File: src/rtl/e203_exu_longpwbck_mt_pkg.sv
// Shared sizing and route encoding for the multithreaded long-pipe write-back block.
package e203_exu_longpwbck_mt_pkg;

    localparam int E203_THREADS_NUM = 2;
    localparam int E203_ITAG_WIDTH  = 1;
    localparam int E203_XLEN        = 32;
    localparam int E203_RFIDX_WIDTH = 5;
    localparam int E203_PC_SIZE     = 32;

    // Destination chosen for the granted completion
    typedef enum logic [1:0] {
        ROUTE_NONE   = 2'd0,
        ROUTE_WBCK   = 2'd1,
        ROUTE_EXCP   = 2'd2,
        ROUTE_RETIRE = 2'd3
    } route_e;

endpackage

File: src/rtl/e203_exu_longpwbck_rr_arb.sv
// N-way round-robin arbiter; the grant can be frozen with hold until the consumer finishes.
module e203_exu_longpwbck_rr_arb #(
    parameter int N = 2
) (
    input  logic         clk,
    input  logic         rst_n,
    input  logic [N-1:0] req,
    input  logic         hold,
    input  logic         advance,
    output logic [N-1:0] grant_onehot
);

    logic [N-1:0] ptr_reg;
    logic [N-1:0] held_grant_reg;
    logic         hold_reg;
    logic [N-1:0] mask;
    logic [N-1:0] masked_req;
    logic [N-1:0] rr_grant;

    // ptr_reg is one-hot on the highest-priority thread; mask keeps it and everything above
    assign mask       = ~(ptr_reg - N'(1));
    assign masked_req = req & mask;

    always_comb begin
        if (masked_req != '0) begin
            rr_grant = masked_req & (~masked_req + N'(1));
        end else begin
            rr_grant = req & (~req + N'(1));
        end
    end

    assign grant_onehot = hold_reg ? held_grant_reg : rr_grant;

    always_ff @(posedge clk or negedge rst_n) begin
        if (!rst_n) begin
            ptr_reg        <= N'(1);
            held_grant_reg <= '0;
            hold_reg       <= 1'b0;
        end else begin
            hold_reg <= hold;
            if (hold) begin
                held_grant_reg <= grant_onehot;
            end
            if (advance) begin
                ptr_reg <= {grant_onehot[N-2:0], grant_onehot[N-1]};
            end
        end
    end

endmodule

File: src/rtl/e203_exu_longpwbck_mt.sv
// Per-thread one-entry completion buffers that retire in OITF order onto a shared
// regfile write-back port or the exception port.
module e203_exu_longpwbck_mt
    import e203_exu_longpwbck_mt_pkg::*;
#(
    parameter int THREADS_NUM = E203_THREADS_NUM,
    parameter int ITAG_W      = E203_ITAG_WIDTH,
    parameter int XLEN        = E203_XLEN,
    parameter int RFIDX_W     = E203_RFIDX_WIDTH,
    parameter int PC_W        = E203_PC_SIZE
) (
    input  logic                          clk,
    input  logic                          rst_n,
    input  logic                          lsu_wbck_i_valid,
    output logic                          lsu_wbck_i_ready,
    input  logic [XLEN-1:0]               lsu_wbck_i_wdat,
    input  logic [ITAG_W-1:0]             lsu_wbck_i_itag,
    input  logic [THREADS_NUM-1:0]        lsu_wbck_i_tid,
    input  logic                          lsu_wbck_i_err,
    input  logic [THREADS_NUM*ITAG_W-1:0] oitf_ret_ptr,
    input  logic [THREADS_NUM*RFIDX_W-1:0] oitf_ret_rdidx,
    input  logic [THREADS_NUM-1:0]        oitf_ret_rdwen,
    input  logic [THREADS_NUM*PC_W-1:0]   oitf_ret_pc,
    input  logic [THREADS_NUM-1:0]        oitf_empty,
    output logic [THREADS_NUM-1:0]        oitf_ret_ena,
    output logic                          longp_wbck_o_valid,
    input  logic                          longp_wbck_o_ready,
    output logic [XLEN-1:0]               longp_wbck_o_wdat,
    output logic [RFIDX_W-1:0]            longp_wbck_o_rdidx,
    output logic [THREADS_NUM-1:0]        longp_wbck_o_tid,
    output logic                          longp_excp_o_valid,
    input  logic                          longp_excp_o_ready,
    output logic [PC_W-1:0]               longp_excp_o_pc,
    output logic [THREADS_NUM-1:0]        longp_excp_o_tid
);

    logic              buf_vld_reg  [THREADS_NUM];
    logic              buf_err_reg  [THREADS_NUM];
    logic [XLEN-1:0]   buf_wdat_reg [THREADS_NUM];
    logic [ITAG_W-1:0] buf_itag_reg [THREADS_NUM];

    logic [THREADS_NUM-1:0] buf_vld;
    logic [THREADS_NUM-1:0] buf_err;
    logic [THREADS_NUM-1:0] elig;
    logic [THREADS_NUM-1:0] grant;
    logic [THREADS_NUM-1:0] drain;
    logic [THREADS_NUM-1:0] load;

    logic [XLEN-1:0]    wdat_acc  [THREADS_NUM+1];
    logic [RFIDX_W-1:0] rdidx_acc [THREADS_NUM+1];
    logic [PC_W-1:0]    pc_acc    [THREADS_NUM+1];

    logic   tid_onehot;
    logic   any_grant;
    logic   sel_err;
    logic   sel_rdwen;
    logic   wbck_valid;
    logic   excp_valid;
    logic   done;
    route_e route;

    assign wdat_acc[0]  = '0;
    assign rdidx_acc[0] = '0;
    assign pc_acc[0]    = '0;

    genvar gi;
    generate
        for (gi = 0; gi < THREADS_NUM; gi++) begin : g_thread
            assign buf_vld[gi] = buf_vld_reg[gi];
            assign buf_err[gi] = buf_err_reg[gi];
            assign elig[gi]    = buf_vld_reg[gi] & ~oitf_empty[gi]
                               & (buf_itag_reg[gi] == oitf_ret_ptr[gi*ITAG_W +: ITAG_W]);
            assign load[gi]    = lsu_wbck_i_valid & lsu_wbck_i_ready & lsu_wbck_i_tid[gi];

            // Refill takes priority so a drained slot can be reloaded on the same edge
            always_ff @(posedge clk or negedge rst_n) begin
                if (!rst_n) begin
                    buf_vld_reg[gi]  <= 1'b0;
                    buf_err_reg[gi]  <= 1'b0;
                    buf_wdat_reg[gi] <= '0;
                    buf_itag_reg[gi] <= '0;
                end else if (load[gi]) begin
                    buf_vld_reg[gi]  <= 1'b1;
                    buf_err_reg[gi]  <= lsu_wbck_i_err;
                    buf_wdat_reg[gi] <= lsu_wbck_i_wdat;
                    buf_itag_reg[gi] <= lsu_wbck_i_itag;
                end else if (drain[gi]) begin
                    buf_vld_reg[gi]  <= 1'b0;
                end
            end

            assign wdat_acc[gi+1]  = wdat_acc[gi]  | ({XLEN{grant[gi]}} & buf_wdat_reg[gi]);
            assign rdidx_acc[gi+1] = rdidx_acc[gi]
                                   | ({RFIDX_W{grant[gi]}} & oitf_ret_rdidx[gi*RFIDX_W +: RFIDX_W]);
            assign pc_acc[gi+1]    = pc_acc[gi]
                                   | ({PC_W{grant[gi]}} & oitf_ret_pc[gi*PC_W +: PC_W]);
        end
    endgenerate

    assign tid_onehot = (lsu_wbck_i_tid != '0)
                      && ((lsu_wbck_i_tid & (lsu_wbck_i_tid - THREADS_NUM'(1))) == '0);
    assign lsu_wbck_i_ready = tid_onehot & (|(lsu_wbck_i_tid & (~buf_vld | drain)));

    e203_exu_longpwbck_rr_arb #(
        .N (THREADS_NUM)
    ) u_arb (
        .clk          (clk),
        .rst_n        (rst_n),
        .req          (elig),
        .hold         (any_grant & ~done),
        .advance      (done),
        .grant_onehot (grant)
    );

    assign any_grant = |grant;
    assign sel_err   = |(grant & buf_err);
    assign sel_rdwen = |(grant & oitf_ret_rdwen);

    always_comb begin
        route = ROUTE_NONE;
        if (any_grant) begin
            if (sel_err) begin
                route = ROUTE_EXCP;
            end else if (sel_rdwen) begin
                route = ROUTE_WBCK;
            end else begin
                route = ROUTE_RETIRE;
            end
        end
    end

    assign wbck_valid = (route == ROUTE_WBCK);
    assign excp_valid = (route == ROUTE_EXCP);
    assign done       = (wbck_valid & longp_wbck_o_ready)
                      | (excp_valid & longp_excp_o_ready)
                      | (route == ROUTE_RETIRE);
    assign drain      = grant & {THREADS_NUM{done}};

    assign oitf_ret_ena       = drain;
    assign longp_wbck_o_valid = wbck_valid;
    assign longp_wbck_o_wdat  = {XLEN{wbck_valid}} & wdat_acc[THREADS_NUM];
    assign longp_wbck_o_rdidx = {RFIDX_W{wbck_valid}} & rdidx_acc[THREADS_NUM];
    assign longp_wbck_o_tid   = {THREADS_NUM{wbck_valid}} & grant;
    assign longp_excp_o_valid = excp_valid;
    assign longp_excp_o_pc    = {PC_W{excp_valid}} & pc_acc[THREADS_NUM];
    assign longp_excp_o_tid   = {THREADS_NUM{excp_valid}} & grant;

endmodule

File: config.mk
export PLATFORM = sky130hd
export DESIGN_NAME = e203_exu_longpwbck_mt
export DESIGN_NICKNAME = d
export VERILOG_FILES = /design/src/rtl/e203_exu_longpwbck_mt_pkg.sv /design/src/rtl/e203_exu_longpwbck_rr_arb.sv /design/src/rtl/e203_exu_longpwbck_mt.sv
export SDC_FILE = /design/constraint.sdc
export NUM_CORES = 1
export LEC_CHECK = 0
export ABC_AREA = 0
export CAP_MARGIN = 20
export CELL_PAD_IN_SITES_DETAIL_PLACEMENT = 2
export CELL_PAD_IN_SITES_GLOBAL_PLACEMENT = 2
export CORE_ASPECT_RATIO = 0.5
export CORE_MARGIN = 5
export CORE_UTILIZATION = 27
export CTS_BUF_LIST = sky130_fd_sc_hd__clkbuf_8 sky130_fd_sc_hd__clkbuf_16
export DETAILED_ROUTE_END_ITERATION = 10
export PLACE_DENSITY = 0.95
export SLEW_MARGIN = 40
export SYNTH_ARGS = -nofsm -noshare
export SYNTH_HDL_FRONTEND = slang
export SYNTH_SLANG_ARGS = --single-unit
File: constraint.sdc
create_clock -name clk -period 8 [get_ports clk]
set_input_delay 1.6 -clock clk [delete_from_list [all_inputs] [get_ports clk]]
set_output_delay 1.6 -clock clk [all_outputs]
set_load 0.01 [all_outputs]
==> reports/metrics.cfg <==
[status]
run_status=finished, final reports clean

[floorplanning]
die_w_microns=183
io-pin-count=199
die_h_microns=96.7
die-area_sq_mm=0.0177
start_util_pct=27.8
num_rows=31
coreArea_sq_mm=0.0146

[timing]
setup_viol=0
timing.final.crit_share_pct=78.0
clock_skew_ns=0.00895
clock.fmax_mhz=160
tns_ns=0
layout_min_cycle_time_ns=6.24
hold_viol=0
rsz0062_at_grt=no
relSlewSlack_pct=49.9
worstMarginPinSlew_ns=0.752
finalMaxSlewViolations=0

[global_routing]
grt_overflow_total=0
grt_max_degree=76
grt_busiest_layer=met2
grt_use_total_pct=17.3
grt_use_met2_pct=34.5
grt_pass1_vias=4117
grt_pass1_wl_microns=24300
antenna_found_initial=0
met3_usage_pct=3.37
grt_util_met1_pct=18.1

[power]
ir_drop_mv=0.117
power.density_mw_per_mm2=305
leakage_uw=0.00270
power_uw=1990

[cts]
cts.clk_slew.worst_paths_ns=0.05
cts_max_level=3
cts_buffer_depth=2
postCtsHoldBufs=0
clock-root-buffer=clkbuf_16
cts_setup_buffers=0
cts_made_buffers=9
cts_tree=yes
cts.sinks=75
insertion_delay_ns=0.33
cts-resized-gates=0

[worst_setup_path]
startpoint_type=input port
cp-endpoint=longp_wbck_o_wdat[1]
ff2ff_path_depth=8
regToRegStartpoint=buf_vld[1]
cp.arrival_ns=4.64
cp.required_ns=6.40
worstSetupPathType=input port to output pin
reg2reg_to=buf_wdat_reg[0]
crit_start=oitf_ret_ptr[1]
cp_max_fo=38
r2r_slack_ns=4.70
endpoint_kind=output pin

[layout]
area_growth_pct=60.2
fillers=1459
fin_area_sq_mm=0.00650
final_cell_count_no_fill=707
drive_gt1_share_pct=15.5
final_nets=625
largest_register_ff_count=64
seq_area_sq_mm=0.00188
layout_commonest_cell=clkdlybuf4s50_1
layout_common_cells=197 x clkdlybuf4s50_1, 74 x dfrtp_1, 71 x a22o_1
antennaDiodeCount=0
multi_input_area_sq_mm=0.00203

[placement]
io_buffers=198
place.gp.congestion=0.840
dp_cells=691
place_area_sq_mm=0.00621
dpl.hpwl_microns=11500

[min_path]
hp-class=flop to flop

[synthesis]
netlist_area_sq_mm=0.00406
yosys_most_used_dff=dfrtp_1
ys_ff_latch=75
postSynthAreaPerCell_sq_um=13.1
yosysWarnings=0
synthArstFlopShare_pct=100
yosys.cell_types.count=52
synth_enable_flop_cells=0
syn_inst=310
yosysSeqAreaShare_pct=46.3
synth_nets=431

[routing]
wl_per_cell_microns=22.4
vias=3551
final_antenna_net_count=0
dr.first_iter.drc_count=93
routed_wirelength_microns=15800
vias_per_cell=5.02
drtPass1Iterations=4
post-route-drc-count=0

[job]
cap_violations=0

layout make-up:
class                      instances  area share, %
sequential                        75           28.9
multi-input combinational        208           31.2
inverter                           6          0.346
clock inverter                     6          0.885
timing repair buffer             204           31.2
tap                              198           3.81
clock buffer                      10           3.67
routing by layer:
metal | share of wire, % | vias up
li1 | - | 1581
met1 | 37 | 1828
met2 | 56 | 118
met3 | 4.9 | 24
met4 | 1.9 | 0
met5 | 0 | -
stage by stage:
stage	hold slack (ns)	setup WS [ns]	utilization (%)
2_1_floorplan	0.459	3.09	-
3_3_place_gp	0.467	1.94	42.5
3_5_place_dp	0.479	1.78	42.6
4_1_cts	0.492	1.77	44.6
5_1_grt	0.505	1.64	44.6
6_report	0.487	1.76	44.6
power by group:
| part | leakage (uW) | internal [uW] | switching (uW) | total, uW |
|---|---|---|---|---|
| logic | 0.00165 | 497 | 365 | 863 |
| clock network | 0.000147 | 247 | 158 | 405 |
| registers | 0.000898 | 573 | 146 | 719 |
| total | 0.00270 | 1320 | 670 | 1990 |
how the worst min path moves through the flow:
stage	startpoint	end	slack (ns)	cells after the start
floorplan	buf_wdat_reg[32]	buf_wdat_reg[32]	0.46	1
global placement	buf_wdat_reg[63]	buf_wdat_reg[63]	0.47	1
detailed placement	buf_wdat_reg[48]	buf_wdat_reg[48]	0.48	1
CTS	buf_wdat_reg[48]	buf_wdat_reg[48]	0.49	1
global route	buf_wdat_reg[41]	buf_wdat_reg[41]	0.51	1
finish	buf_wdat_reg[45]	buf_wdat_reg[45]	0.49	1
synth_stat cells, types with 2 or more instances:
library cell,n,area (sq um)
a21oi_1,4,20.0
a22o_1,71,622
a31o_2,2,17.5
a31oi_1,2,12.5
buf_1,2,7.51
buf_2,4,20.0
buf_6,3,33.8
buf_8,3,45.0
clkbuf_1,8,30.0
dfrtp_1,74,1850
inv_1,6,22.5
mux2_1,30,338
mux2_2,8,90.1
mux2_4,30,450
nand2_1,9,33.8
nand2b_1,5,31.3
nor2_1,7,26.3
nor2b_1,2,12.5
nor3_1,2,10.0
nor4_1,2,12.5
o22ai_1,4,25.0
or2_2,2,12.5
worst max-delay path, cell delays in order:
cell             delay, ns
clkdlybuf4s50_1       0.46
xnor2_2               0.28
nand3b_1              0.16
o31ai_2               0.51
a21oi_1               0.18
nor4_2                0.16
buf_4                 0.46
a22o_1                0.26
clkdlybuf4s50_1       0.55
logic make-up (layout without fill, tap and decap cells):
group | after synthesis | after routing | share of synthesized area (%)
flip-flops | 75 | 75 | 46.3
multiplexers | 68 | 68 | 21.6
buffers and inverters | 27 | 226 | 4.25
AO/OA/AOI/OAI | 98 | 98 | 21.4
AND/OR/NAND/NOR | 40 | 40 | 5.67
XOR/XNOR | 2 | 2 | 0.801
Note: power is estimated with default switching activity, not from simulation.
